--- src/rtl/xs3_pkg.sv ---
// Shared Excess-3 definitions: code range, bias and the converter FSM state encoding.
// Also imported by the Excess-3 adder benches.
package xs3_pkg;

  localparam int unsigned XS3_BIAS = 3;
  localparam logic [3:0]  XS3_MIN  = 4'd3;
  localparam logic [3:0]  XS3_MAX  = 4'd12;

  // Converter FSM encoding
  localparam logic [1:0] StIdle = 2'd0;
  localparam logic [1:0] StConv = 2'd1;
  localparam logic [1:0] StDone = 2'd2;

endpackage

--- src/rtl/xs3_to_bin_converter_if.sv ---
// Handshake bundle for the Excess-3 to binary converter.
//   in_valid/in_ready/in_xs3     : word input, valid/ready
//   out_valid/out_ready/out_bin/out_err : result output, valid/ready
// master = producer/consumer side (bench or upstream), slave = converter.
interface xs3_to_bin_converter_if #(
  parameter int unsigned NDIGITS = 4,
  parameter int unsigned BIN_W   = 14
);
  logic                   in_valid;
  logic                   in_ready;
  logic [4*NDIGITS-1:0]   in_xs3;
  logic                   out_valid;
  logic                   out_ready;
  logic [BIN_W-1:0]       out_bin;
  logic                   out_err;

  modport master (
    output in_valid, in_xs3, out_ready,
    input  in_ready, out_valid, out_bin, out_err
  );

  modport slave (
    input  in_valid, in_xs3, out_ready,
    output in_ready, out_valid, out_bin, out_err
  );
endinterface

--- src/rtl/xs3_digit_decode.sv ---
// Combinational Excess-3 digit decoder.
//   code_i    : 4-bit Excess-3 code
//   digit_o   : decimal digit 0..9 (0 when the code is illegal)
//   illegal_o : code outside 3..12
module xs3_digit_decode
  import xs3_pkg::*;
(
  input  logic [3:0] code_i,
  output logic [3:0] digit_o,
  output logic       illegal_o
);

  always_comb begin
    illegal_o = (code_i < XS3_MIN) || (code_i > XS3_MAX);
    digit_o   = illegal_o ? 4'd0 : (code_i - 4'(XS3_BIAS));
  end

endmodule

--- src/rtl/xs3_to_bin_converter.sv ---
// Sequential Excess-3 to binary converter, one digit per clock, MSD first,
// accumulating acc = acc*10 + digit. Illegal codes count as 0 and set a sticky error.
//   clk   : rising-edge clock
//   rst_n : asynchronous active-low reset
//   bus   : slave side of xs3_to_bin_converter_if (input word and result handshakes)
module xs3_to_bin_converter
  import xs3_pkg::*;
#(
  parameter int unsigned NDIGITS = 4,
  parameter int unsigned BIN_W   = 14
) (
  input logic                    clk,
  input logic                    rst_n,
  xs3_to_bin_converter_if.slave  bus
);

  localparam int unsigned CntW = (NDIGITS > 1) ? $clog2(NDIGITS) : 1;
  localparam int unsigned SrW  = 4 * NDIGITS;
  localparam logic [CntW-1:0] LastCnt = CntW'(NDIGITS - 1);

  logic [1:0]       state_q, state_d;
  logic [CntW-1:0]  cnt_q, cnt_d;
  logic [SrW-1:0]   sr_q, sr_d;
  logic [BIN_W-1:0] acc_q, acc_d;
  logic             err_q, err_d;

  logic [3:0] head_digit;
  logic       head_illegal;

  xs3_digit_decode u_decode (
    .code_i    (sr_q[SrW-1 -: 4]),
    .digit_o   (head_digit),
    .illegal_o (head_illegal)
  );

  always_comb begin
    state_d = state_q;
    cnt_d   = cnt_q;
    sr_d    = sr_q;
    acc_d   = acc_q;
    err_d   = err_q;
    case (state_q)
      StIdle: begin
        if (bus.in_valid) begin
          sr_d    = bus.in_xs3;
          acc_d   = '0;
          cnt_d   = '0;
          err_d   = 1'b0;
          state_d = StConv;
        end
      end
      StConv: begin
        // acc*10 as (acc<<3)+(acc<<1), wrapping at BIN_W
        acc_d = (acc_q << 3) + (acc_q << 1) + BIN_W'(head_digit);
        err_d = err_q | head_illegal;
        sr_d  = sr_q << 4;
        cnt_d = cnt_q + 1'b1;
        if (cnt_q == LastCnt) begin
          state_d = StDone;
        end
      end
      StDone: begin
        if (bus.out_ready) begin
          state_d = StIdle;
        end
      end
      default: state_d = StIdle;
    endcase
  end

  always_ff @(posedge clk or negedge rst_n) begin
    if (!rst_n) begin
      state_q <= StIdle;
      cnt_q   <= '0;
      sr_q    <= '0;
      acc_q   <= '0;
      err_q   <= 1'b0;
    end else begin
      state_q <= state_d;
      cnt_q   <= cnt_d;
      sr_q    <= sr_d;
      acc_q   <= acc_d;
      err_q   <= err_d;
    end
  end

  // Result is only exposed in DONE so partial sums never leak onto the bus
  assign bus.in_ready  = (state_q == StIdle);
  assign bus.out_valid = (state_q == StDone);
  assign bus.out_bin   = (state_q == StDone) ? acc_q : '0;
  assign bus.out_err   = (state_q == StDone) & err_q;

endmodule
--- src/flat_wrapper.sv ---
// flat-port wrapper written by rule: the top's interface ports become plain ports
module xs3_to_bin_converter_flat import xs3_pkg::*;
#(
  parameter int unsigned NDIGITS = 4,
  parameter int unsigned BIN_W   = 14
)
  (clk, rst_n, bus_in_valid, bus_in_xs3, bus_out_ready, bus_in_ready, bus_out_valid, bus_out_bin, bus_out_err);
  xs3_to_bin_converter_if #(.NDIGITS(NDIGITS), .BIN_W(BIN_W)) bus_i ();
  input logic clk;
  input logic rst_n;
  input wire logic [$bits(bus_i.in_valid)-1:0] bus_in_valid;
  input wire logic [$bits(bus_i.in_xs3)-1:0] bus_in_xs3;
  input wire logic [$bits(bus_i.out_ready)-1:0] bus_out_ready;
  output wire logic [$bits(bus_i.in_ready)-1:0] bus_in_ready;
  output wire logic [$bits(bus_i.out_valid)-1:0] bus_out_valid;
  output wire logic [$bits(bus_i.out_bin)-1:0] bus_out_bin;
  output wire logic [$bits(bus_i.out_err)-1:0] bus_out_err;
  assign bus_i.in_valid = bus_in_valid;
  assign bus_i.in_xs3 = bus_in_xs3;
  assign bus_i.out_ready = bus_out_ready;
  assign bus_in_ready = bus_i.in_ready;
  assign bus_out_valid = bus_i.out_valid;
  assign bus_out_bin = bus_i.out_bin;
  assign bus_out_err = bus_i.out_err;
  xs3_to_bin_converter #(.NDIGITS(NDIGITS), .BIN_W(BIN_W)) u_core (.clk(clk), .rst_n(rst_n), .bus(bus_i));
endmodule
--- config.mk ---
export PLATFORM = sky130hd
export DESIGN_NAME = xs3_to_bin_converter_flat
export DESIGN_NICKNAME = d
export VERILOG_FILES = /design/src/rtl/xs3_pkg.sv /design/src/rtl/xs3_to_bin_converter_if.sv /design/src/rtl/xs3_digit_decode.sv /design/src/rtl/xs3_to_bin_converter.sv /design/src/flat_wrapper.sv
export SDC_FILE = /design/constraint.sdc
export NUM_CORES = 1
export LEC_CHECK = 0
export ABC_CLOCK_PERIOD_IN_PS = 3800
export BUFFER_PORTS_ARGS = -buffer_cell sky130_fd_sc_hd__buf_2
export CAP_MARGIN = 0
export CORE_MARGIN = 1.5
export CORE_UTILIZATION = 30
export CTS_BUF_LIST = sky130_fd_sc_hd__clkbuf_8
export CTS_CLUSTER_DIAMETER = 200
export DETAILED_ROUTE_END_ITERATION = 8
export PLACE_DENSITY = 0.54
export SLEW_MARGIN = 5
export SYNTH_ARGS = -nofsm -noshare
export SYNTH_HDL_FRONTEND = slang
export SYNTH_SLANG_ARGS = --single-unit
--- constraint.sdc ---
create_clock -name clk -period 3.8 [get_ports clk]
set_clock_uncertainty 0.05 [all_clocks]
set_input_delay 0.38 -clock clk [delete_from_list [all_inputs] [get_ports clk]]
set_output_delay 0.38 -clock clk [all_outputs]
set_load 0.01 [all_outputs]
==> results by stage, run 1 <==
Outcome:
- The run finished with clean final reports.

Synth:
- A synthesized cell averages 9.40 µm².
- The number of nets in the synthesized netlist is 287.
- The xor/xnor cell area share of the yosys netlist is 0.0311.
- The share of synthesized area in the top cell type comes to 0.388.
- The Yosys step of the flow raised 0 warnings.
- The portion of synthesized area spent on multiplexers is 0.
- The number of standard cells after synthesis is 240.
- The portion of the post-synthesis area used by sequential elements is 0.388.
- sky130_fd_sc_hd__dfrtp_1 takes more of the synthesized area than any other cell.
- The area fraction in compound gates after synthesis is 0.219.
- Ranked by total cell area, the synthesized netlist is headed by sky130_fd_sc_hd__dfrtp_1 (39%), sky130_fd_sc_hd__ha_1 (14%), sky130_fd_sc_hd__o21ai_0 (5.3%).
- The dominant combinational cell family by area after synthesis is compound AO/OA/AOI/OAI gates.
- After synthesis the cells add up to 2260 µm².
- Synthesis inferred 35 register bits.
- Of the total synthesized cell area, the portion taken by full adders, half adders and majority gates is 0.156.
- The synthesized netlist contains 39 unique library cells.
- Of the total synthesized cell area, the portion taken by AND, OR, NAND and NOR gates is 0.163.

Floorplan:
- The cell row count is 31.
- In this run the vertical extent of the chip is 89.7 µm.
- The region available for standard cell placement spans 7250 µm².
- 37 I/O pins were placed.
- Measured along the x axis, the die boundary spans 89.7 µm.
- The initial core utilization is 0.311.
- The floorplan step defined a die boundary enclosing 8050 µm².

Clocking:
- Once the clock tree was built, the resizer swapped 0 gates to a different size.
- In this run the deepest clock path goes through 2 buffers.
- The number of H-tree levels is 2.
- The CTS tree is built.
- Once the clock tree was built, the setup fixing pass inserted 0 buffers.
- Buffers inserted during clock tree synthesis total 5.
- The post-cts hold buffer count is 0.
- The source-to-sink clock delay at the later pin of the worst-skew pair is 0.29 ns.
- The tree is rooted in a sky130_fd_sc_hd__clkbuf_8.
- The clock transition at the register clock pins on the worst setup and hold paths after CTS is 0.07 ns.
- The total clock sinks is 35.

Finish:
- The filler cells instantiated in the layout total 758.
- From synthesis to final layout, the design area changed by 17.4%.
- The total number of nets in the final design is between 300 and 400.
- The fraction of final layout cells sized beyond drive strength 1 is 0.182.
- 0 antenna diodes ended up in the layout.

Route:
- After detailed routing, the number of remaining DRC violations is 0.
- The number of iterations in the first detailed-routing pass is 4.
- The remaining number of nets flagged by the antenna check after routing is 0.
- Using the TritonRoute via totals, the vias-per-cell ratio works out to 4.99.
- Dividing the detail-routed wire length by the instance count gives 13.9 µm.
- The number of vias after detailed routing is 1866.
- Wires add up to 5210 µm.
- The iteration-0 DRC count of the detailed router is 60.

Placement:
- Detailed placement ended at an HPWL of between 3000 and 4000 µm.
- Prior to clock tree synthesis, the placed netlist has a worst setup slack of roughly 0.64 ns.
- During placement, the flow inserted port buffers numbering 36.
- The routability congestion estimate is slightly above 0.8.

STA:
- The slew at the pin with the worst max-slew slack is 0.840 ns.
- Setup repair after global routing left no endpoint under its margin.
- The number of hold violations in the final report was 0.
- The final critical-path setup slack is roughly 0.64 ns.
- The routed design could run at a clock period as short as ~3.2 ns.
- The worst pin sits at a relative slew slack of 0.440.
- Setup violations remaining at the end of the flow were counted as 0.
- The share of the clock period used by the worst path is 0.832.
- After routing, the total negative slack on setup checks comes to 0 ns.
- The max-slew violation total from the final report is 0.
- Derived from the worst setup path, the maximum achievable clock frequency is 0.316 GHz.

Power:
- In this run the static leakage power is 1.29 nW.
- The maximum resistive drop on vdd is 0.274 mV.
- The power per cell area is roughly 930 nW/µm².

Global routing:
- In the global route stage, overall resource usage came out at 0.137.
- The number of antenna violations at the first check in global routing is 0.
- The first global-routing pass estimated 9000 µm of wire.
- The via count of the first global-routing pass was slightly below 2000.
- After global routing the overflow that remains totals 0.
- Entering global routing, the biggest net connects 36 pins.

Worst setup path:
- STA classifies the critical path endpoint as a flop.
- Walking the worst path, the cells encountered are inv_1 > ha_1 > inv_1 > a31oi_1 > nand2_1 > fa_1 > inv_1 > ha_1 > a21o_1 > nand4_1 > a21oi_1 > or3_1 > a32o_1.
- Counting stages on the worst path, the most repeated cell is sky130_fd_sc_hd__inv_1.
- The peak per-stage delay on the critical path is roughly 0.55 ns.
- The critical register-to-register path startpoint is u_core.sr_q[12]$_DFFE_PN0P_.
- In this design, the largest share of critical-path delay is due to adder cells.
- The worst reg2reg path depth is 13.
- On the critical path, the stage with the largest delay is an instance of sky130_fd_sc_hd__fa_1.
- The critical path is of the flop to flop type.
- STA classifies the critical path startpoint as a flop.
- Across all register-to-register paths, the minimum setup slack is 0.64 ns.
- The maximum fanout along the worst path is 5.
- At the worst endpoint, the arrival time is 3.30 ns.
- The number of buffers and inverters on the critical path is 3.
- The destination of the worst register-to-register timing path is u_core.acc_q[13]$_DFFE_PN0P_.
- At the worst endpoint, the required time is 3.93 ns.

Hold path:
- The type of the worst min-delay path is input pin to async pin.

Job:
- Across the run, the number of max-cap violations was 0.
==> how the worst max path moves through the flow <==
stage / from / to / cells after the start
after floorplan: u_core.sr_q[12]$_DFFE_PN0P_ / u_core.acc_q[10]$_DFFE_PN0P_ / 12
after global placement: u_core.sr_q[12]$_DFFE_PN0P_ / u_core.acc_q[13]$_DFFE_PN0P_ / 13
after detailed placement: u_core.sr_q[12]$_DFFE_PN0P_ / u_core.acc_q[10]$_DFFE_PN0P_ / 12
after CTS: u_core.sr_q[12]$_DFFE_PN0P_ / u_core.acc_q[10]$_DFFE_PN0P_ / 12
after global routing: u_core.sr_q[12]$_DFFE_PN0P_ / u_core.acc_q[10]$_DFFE_PN0P_ / 12
final: u_core.sr_q[12]$_DFFE_PN0P_ / u_core.acc_q[13]$_DFFE_PN0P_ / 13
==> stage by stage <==
step           total power, mW  hold WS, ns  instances  utilization  area (µm²)
2_1_floorplan             1.80       0.0344        240            -        2260
3_3_place_gp              2.11        0.418        366        0.349        2530
3_5_place_dp              2.12        0.422        366        0.349        2530
4_1_cts                   2.49        0.159        374        0.365        2650
5_1_grt                   2.73        0.208        374        0.365        2650
6_report                  2.47        0.133        374        0.365        2650
==> cell usage in the layout, fill, tap and decap left out, types with 2 or more instances in the layout <==
| cell | Yosys | layout |
|---|---|---|
| sky130_fd_sc_hd__buf_2 | 2 | 36 |
| sky130_fd_sc_hd__dfrtp_1 | 35 | 35 |
| sky130_fd_sc_hd__nand2_1 | 28 | 28 |
| sky130_fd_sc_hd__ha_1 | 25 | 25 |
| sky130_fd_sc_hd__o21ai_0 | 24 | 24 |
| sky130_fd_sc_hd__and2_1 | 15 | 15 |
| sky130_fd_sc_hd__inv_1 | 11 | 11 |
| sky130_fd_sc_hd__nor2_1 | 11 | 11 |
| sky130_fd_sc_hd__a22oi_1 | 11 | 11 |
| sky130_fd_sc_hd__a21oi_1 | 10 | 10 |
| sky130_fd_sc_hd__a22o_1 | 7 | 7 |
| sky130_fd_sc_hd__clkbuf_8 | 0 | 6 |
| sky130_fd_sc_hd__nand2b_1 | 5 | 5 |
| sky130_fd_sc_hd__xnor2_1 | 4 | 4 |
| sky130_fd_sc_hd__xor2_1 | 4 | 4 |
| sky130_fd_sc_hd__a21o_1 | 4 | 4 |
| sky130_fd_sc_hd__a32o_1 | 4 | 4 |
| sky130_fd_sc_hd__nor3_1 | 3 | 3 |
| sky130_fd_sc_hd__nand4_1 | 3 | 3 |
| sky130_fd_sc_hd__buf_4 | 0 | 3 |
| sky130_fd_sc_hd__nor2b_1 | 2 | 2 |
| sky130_fd_sc_hd__a31oi_1 | 2 | 2 |
| sky130_fd_sc_hd__o211ai_1 | 2 | 2 |
| sky130_fd_sc_hd__nand3_1 | 2 | 2 |
| sky130_fd_sc_hd__or3_1 | 2 | 2 |
| sky130_fd_sc_hd__fa_1 | 2 | 2 |
==> flip-flops by register name (all words and copies together) (netlist names) <==
signal,count
u_core.sr_q,16
u_core.state_q,2
u_core.err_q,1
u_core.cnt_q,2
u_core.acc_q,14
==> synth_stat cells <==
cell type                   n
sky130_fd_sc_hd__a22o_1     7
sky130_fd_sc_hd__nand3_1    2
sky130_fd_sc_hd__a32o_1     4
sky130_fd_sc_hd__a221o_1    1
sky130_fd_sc_hd__xor2_1     4
sky130_fd_sc_hd__nand3_2    1
sky130_fd_sc_hd__or3_1      2
sky130_fd_sc_hd__a22oi_1   11
sky130_fd_sc_hd__nand2_1   28
sky130_fd_sc_hd__nor3_1     3
sky130_fd_sc_hd__a311oi_1   1
sky130_fd_sc_hd__nor2_1    11
sky130_fd_sc_hd__a211oi_1   1
sky130_fd_sc_hd__a211o_1    1
sky130_fd_sc_hd__xnor2_1    4
sky130_fd_sc_hd__nand4_1    3
sky130_fd_sc_hd__nand2b_1   5
sky130_fd_sc_hd__buf_1      1
sky130_fd_sc_hd__a311o_1    1
sky130_fd_sc_hd__inv_1     11
sky130_fd_sc_hd__clkbuf_1   8
sky130_fd_sc_hd__buf_6      1
sky130_fd_sc_hd__buf_2      2
sky130_fd_sc_hd__a21o_1     4
sky130_fd_sc_hd__dfrtp_1   35
sky130_fd_sc_hd__o21ai_0   24
sky130_fd_sc_hd__o2111a_1   1
sky130_fd_sc_hd__ha_1      25
sky130_fd_sc_hd__o22ai_1    1
sky130_fd_sc_hd__fa_1       2
sky130_fd_sc_hd__a21oi_1   10
sky130_fd_sc_hd__o21bai_1   1
sky130_fd_sc_hd__and2_1    15
sky130_fd_sc_hd__nor2b_1    2
sky130_fd_sc_hd__a31oi_2    1
sky130_fd_sc_hd__and4_1     1
sky130_fd_sc_hd__a31oi_1    2
sky130_fd_sc_hd__o211ai_1   2
sky130_fd_sc_hd__nor3b_1    1
==> where the power goes <==
part | internal [mW] | total (mW) | switching [mW]
sequential | 0.545 | 0.727 | 0.182
combinational | 0.618 | 1.39 | 0.767
clock | 0.212 | 0.356 | 0.144
==> worst register-to-register path: stages (launching register included) <==
cell and delay [ns]:
sky130_fd_sc_hd__dfrtp_1 0.41, sky130_fd_sc_hd__inv_1 0.09, sky130_fd_sc_hd__ha_1 0.15, sky130_fd_sc_hd__inv_1 0.04, sky130_fd_sc_hd__a31oi_1 0.29, sky130_fd_sc_hd__nand2_1 0.12, sky130_fd_sc_hd__fa_1 0.55, sky130_fd_sc_hd__inv_1 0.06
sky130_fd_sc_hd__ha_1 0.28, sky130_fd_sc_hd__a21o_1 0.17, sky130_fd_sc_hd__nand4_1 0.15, sky130_fd_sc_hd__a21oi_1 0.10, sky130_fd_sc_hd__or3_1 0.36, sky130_fd_sc_hd__a32o_1 0.26
==> cell type report <==
class,count,area (µm²),area share
multi-input cells,182,1290,0.486
clock buffers,6,82.6,0.0312
inverters,11,41.3,0.0156
well taps,99,124,0.0468
repair buffers,39,203,0.0765
flip-flops and latches,35,876,0.331
clock inverters,2,35.0,0.0132
==> cell families after synthesis <==
kind of cell               after synthesis
and+or+nand+nor                         74
AOI/OAI and AO/OA                       73
DFF                                     35
adders and majority gates               27
buffers and inverters                   23
xor gates and xnor gates                 8
==> metal layers <==
metal  wire length [µm]  global-route usage
met5                  0                   0
met4                 85              0.0476
met3                272              0.0381
met2               2350               0.216
met1               2500               0.181
Power figures use the tool's default switching activity.
==> run 2: changes to the inputs <==
- ABC_AREA: default -> 1
- ABC_CLOCK_PERIOD_IN_PS: 3800 -> 3100
- PLACE_DENSITY: 0.54 -> 0.53
- clock period: 3.8 -> 3.1 ns (I/O delays scaled with it)
==> run 2 against run 1 <==
Net effect:
- wire length grew 10%
- largest power group unchanged
- worst setup slack lost 0.37 ns
- worst hold slack lost 0.081 ns
- final cell count rose by 22%
- critical path type unchanged
- power grew 38%
- die area increased by 9.1%
- clock power rose by 19%
- synthesized cell count grew 33%
- critical endpoint is now u_core.acc_q[8]$_DFFE_PN0P_
- first-iteration DRC count fell by 3.3%
==> results by stage, run 2 <==
Outcome:
- The run finished with clean final reports.

Power:
- Power spread over the standard cell area amounts to between 1000 and 1500 nW/µm².
- The maximum resistive drop on vdd is approximately 0.32 mV.
- The leakage dissipation is 1.55 nW.

Synth:
- The share of the Yosys chip area taken by registers is 0.355.
- The count of distinct cell types in the synthesized netlist is 29.
- The number of enable flip-flop cells after synthesis is 0.
- Counting instances in the post-synthesis netlist gives the leading cell types as sky130_fd_sc_hd__nand2_1 (72), sky130_fd_sc_hd__inv_1 (60), sky130_fd_sc_hd__dfrtp_1 (35).
- Of all cell types, the one taking the most synthesized area is sky130_fd_sc_hd__dfrtp_1.
- The number of storage elements in the synthesis netlist is 35.
- The number of nets in the synthesized netlist is 367.
- The warning count from the yosys run is 0.
- Sorting the synthesized cells by area gives the leading types as sky130_fd_sc_hd__dfrtp_1 (35%), sky130_fd_sc_hd__ha_1 (13%), sky130_fd_sc_hd__nand2_1 (11%).
- In the post-synthesis netlist, the cell with the most instances is sky130_fd_sc_hd__nand2_1.
- The synthesized netlist occupies a cell area of between 2000 and 2500 µm².
- The number of standard cells after synthesis is 320.
- Of the post-synthesis cell area, the dominant cell type holds 0.355.
- The share of flip-flops with an asynchronous set or reset after synthesis is 1.00.
- The most used flip-flop cell after synthesis is sky130_fd_sc_hd__dfrtp_1.
- Averaged over all synthesized cells, the footprint is between 7 and 8 µm².

Clocking:
- The clock reaches the later pin of the worst-skew pair after 0.30 ns.
- TritonCTS created 5 clock buffers.
- The maximum clock insertion buffer count is 2.
- CTS built an H-tree with a depth of 2.
- The CTS tree is built.
- Once the clock tree was built, the setup fixing pass inserted 0 buffers.
- Clock-pin slew was measured on the worst setup and hold paths at approximately 0.080 ns.
- The root buffer cell chosen for the clock tree is sky130_fd_sc_hd__clkbuf_8.
- The total clock sinks is 35.

Job:
- The count of max-cap constraint violations is 0.

Floorplan:
- The floorplan step set the die width to approximately 94 µm.
- The placeable core region is 7850 µm².
- Measured along the y axis, the die boundary spans 93.7 µm.
- The total die area is 8780 µm².
- The initial core utilization is 0.315.
- The cell row count is 32.
- The number of placed I/O pins is 37.

Finish:
- The largest register by flop count is u_core.sr_q.
- The non-filler instance count after layout is 457.
- The number of fill cells in the layout is between 800 and 900.
- The total number of nets in the final design is 401.
- The fraction of final layout cells sized beyond drive strength 1 is 0.163.
- Compared with the post-synthesis result, the final layout area differs by 14.3%.
- The library cells used most frequently in the layout, excluding fill and tap cells, are sky130_fd_sc_hd__nand2_1 (72), sky130_fd_sc_hd__inv_1 (60), sky130_fd_sc_hd__buf_2 (36), sky130_fd_sc_hd__dfrtp_1 (35), sky130_fd_sc_hd__nor2_1 (31).
- The flip-flop count of the largest register, all copies and words added is 16.
- In the final layout, the registers with the most flip-flops are u_core.sr_q x16, u_core.acc_q x14.
- The most common library cell in the layout ignoring fill and taps is sky130_fd_sc_hd__nand2_1.
- In the final layout, the multi-input gates occupy 1290 µm².
- Across the whole layout, storage elements account for 876 µm².
- The repair_antennas step left the layout with diodes totalling 0.

Global routing:
- The first global-routing pass estimated ~10000 µm of wire.
- The global-route track usage on met1 is 0.193.
- The met3 track demand over resource in global routing is 0.0251.
- The number of antenna violations at the first check in global routing came to 0.
- The largest net degree at the start of global routing is 36.
- Across every metal layer, demand over resource in global routing totals 0.146.
- The via count of the first global-routing pass is 2176.
- The met2 usage in global routing is 0.241.
- For this run the aggregate overflow at the end of global routing stands at 0.
- The global routing stage identified its most utilized layer as met2.

Placement:
- The routability congestion estimate is 0.840.
- The count of buffers added on input and output ports is 36.
- After detailed placement, the design holds a cell count of 449.
- Once detailed placement completed, the half-perimeter wirelength came to 4300 µm.
- At the placement stage, the worst setup path has a slack of 0.152 ns.

Worst setup path:
- The slowest cell on the critical path is sky130_fd_sc_hd__fa_1.
- The critical path goes through inv_1 > ha_1 > nand3b_1 > o21ai_2 > inv_1 > nand2_1 > fa_1 > fa_1 > inv_1 > nand3_1 > nand3_1 > nand2_1 > nand2_1 > nand2_1 > nand2_1 > o22ai_1.
- Grouping stages by cell kind, the critical path spends the most delay in adder cells.
- The worst setup path is launched from a flop.
- The number of buffers and inverters on the critical path is 3.
- By startpoint and endpoint, the worst setup path is classified as flop to flop.
- The worst path required time is between 3 and 4 ns.
- The critical path's most frequent cell is sky130_fd_sc_hd__nand2_1.
- The endpoint type of the worst setup path is a flop.
- In this run the worst path has a maximum fanout of 4.
- STA puts the critical path data arrival time at between 2 and 3 ns.
- The peak per-stage delay on the critical path is 0.48 ns.

STA:
- Derived from the worst setup path, the maximum achievable clock frequency is ~0.35 GHz.
- For the pin with the worst max-slew slack, the measured transition is 0.814 ns.
- Setup slack closes at between 0.2 and 0.3 ns.
- Counting I/O delays and the setup requirement, the final critical path takes 2.83 ns.
- Setup repair after global routing left no endpoint under its margin.
- The number of hold violations in the final report was 0.
- The summed negative setup slack over all endpoints is 0 ns.
- Measured against its own limit, the worst slew margin works out to 0.457.
- The max-slew violation total from the final report is 0.
- The final count of negative-setup-slack endpoints is 0.
- The share of the clock period used by the worst path is 0.914.

Hold path:
- The tightest min-delay check is of the input pin to async pin type.

Route:
- The detailed-route wire length is between 5000 and 6000 µm.
- After detailed routing, the number of remaining DRC violations is 0.
- The first routing iteration left 58 violations.
- The detail route stage leaves a number of antenna-violating nets equal to 0.
- The number of vias after detailed routing is 2136.
- Using the TritonRoute via totals, the vias-per-cell ratio works out to 4.67.
- The final routed wire length divided by cell count is 12.5 µm.
- The first detailed-routing pass took 4 iterations.
[run 2: what timing repair did]
item / CTS / global route
resized for setup: 0 / 2
hold buffers: 0 / 0
endpoints found under the setup margin: 0 / 3
[run 2: per-stage QoR]
step	hold slack [ns]	cell area (µm²)	total power [mW]	util
5_1_grt	0.123	2820	3.82	0.360
3_5_place_dp	0.406	2710	2.99	0.345
2_1_floorplan	-0.0356	2470	2.56	-
3_3_place_gp	0.398	2710	2.96	0.345
4_1_cts	0.0773	2820	3.44	0.359
6_report	0.0521	2820	3.40	0.360
[run 2: final timing paths]
check / cells past startpoint / to / slack (ns) / start
worst max-delay path: 16 / u_core.acc_q[8]$_DFFE_PN0P_ / 0.27 / u_core.sr_q[12]$_DFFE_PN0P_
worst min-delay path: 1 / u_core.sr_q[10]$_DFFE_PN0P_ / 0.05 / rst_n
worst max register to register: 16 / u_core.acc_q[8]$_DFFE_PN0P_ / 0.27 / u_core.sr_q[12]$_DFFE_PN0P_
worst min register to register: 1 / u_core.cnt_q[0]$_DFFE_PN0P_ / 0.43 / u_core.cnt_q[0]$_DFFE_PN0P_
max in group asynchronous: 1 / u_core.acc_q[11]$_DFFE_PN0P_ / 2.44 / rst_n
min in group clk: 2 / u_core.state_q[1]$_DFFE_PN0P_ / 0.17 / bus_out_ready
[run 2: final cells by class]
class	count	area share
Clock buffer	5	0.0244
Clock inverter	3	0.0155
Inverter	62	0.0825
Multi-Input combinational cell	214	0.458
Sequential cell	35	0.310
Tap cell	102	0.0452
Timing Repair Buffer	36	0.0639
[run 2: worst register-to-register path, cell delays in order (launching register included)]
cell and delay, ns:
sky130_fd_sc_hd__dfrtp_1 0.40, sky130_fd_sc_hd__inv_1 0.09, sky130_fd_sc_hd__ha_1 0.19, sky130_fd_sc_hd__nand3b_1 0.16, sky130_fd_sc_hd__o21ai_2 0.10, sky130_fd_sc_hd__inv_1 0.07, sky130_fd_sc_hd__nand2_1 0.09, sky130_fd_sc_hd__fa_1 0.46
sky130_fd_sc_hd__fa_1 0.48, sky130_fd_sc_hd__inv_1 0.10, sky130_fd_sc_hd__nand3_1 0.07, sky130_fd_sc_hd__nand3_1 0.14, sky130_fd_sc_hd__nand2_1 0.07, sky130_fd_sc_hd__nand2_1 0.08, sky130_fd_sc_hd__nand2_1 0.06, sky130_fd_sc_hd__nand2_1 0.05
sky130_fd_sc_hd__o22ai_1 0.08
[run 2: metal layers]
| layer | wire length (µm) | part of all wire | vias up |
|---|---|---|---|
| li1 | - | - | 1103 |
| met1 | 2820 | 0.49 | 981 |
| met2 | 2620 | 0.46 | 41 |
| met3 | 194 | 0.034 | 11 |
| met4 | 95 | 0.017 | 0 |
| met5 | 0 | 0 | - |
[run 2: cells by family (layout without fill, tap and decap cells)]
| logic type | Yosys count | in the layout | synth area share |
|---|---|---|---|
| xor+xnor | 3 | 3 | 0.0106 |
| fa+ha+maj | 27 | 27 | 0.143 |
| simple gates | 143 | 143 | 0.249 |
| buf+inv | 71 | 106 | 0.123 |
| flops | 35 | 35 | 0.355 |
| compound gates | 41 | 41 | 0.120 |
[run 2: power breakdown]
group / switching [mW] / total, mW / internal, mW
logic: 1.35 / 2.14 / 0.790
registers: 0.152 / 0.838 / 0.686
clock network: 0.186 / 0.425 / 0.240
total: 1.69 / 3.40 / 1.72
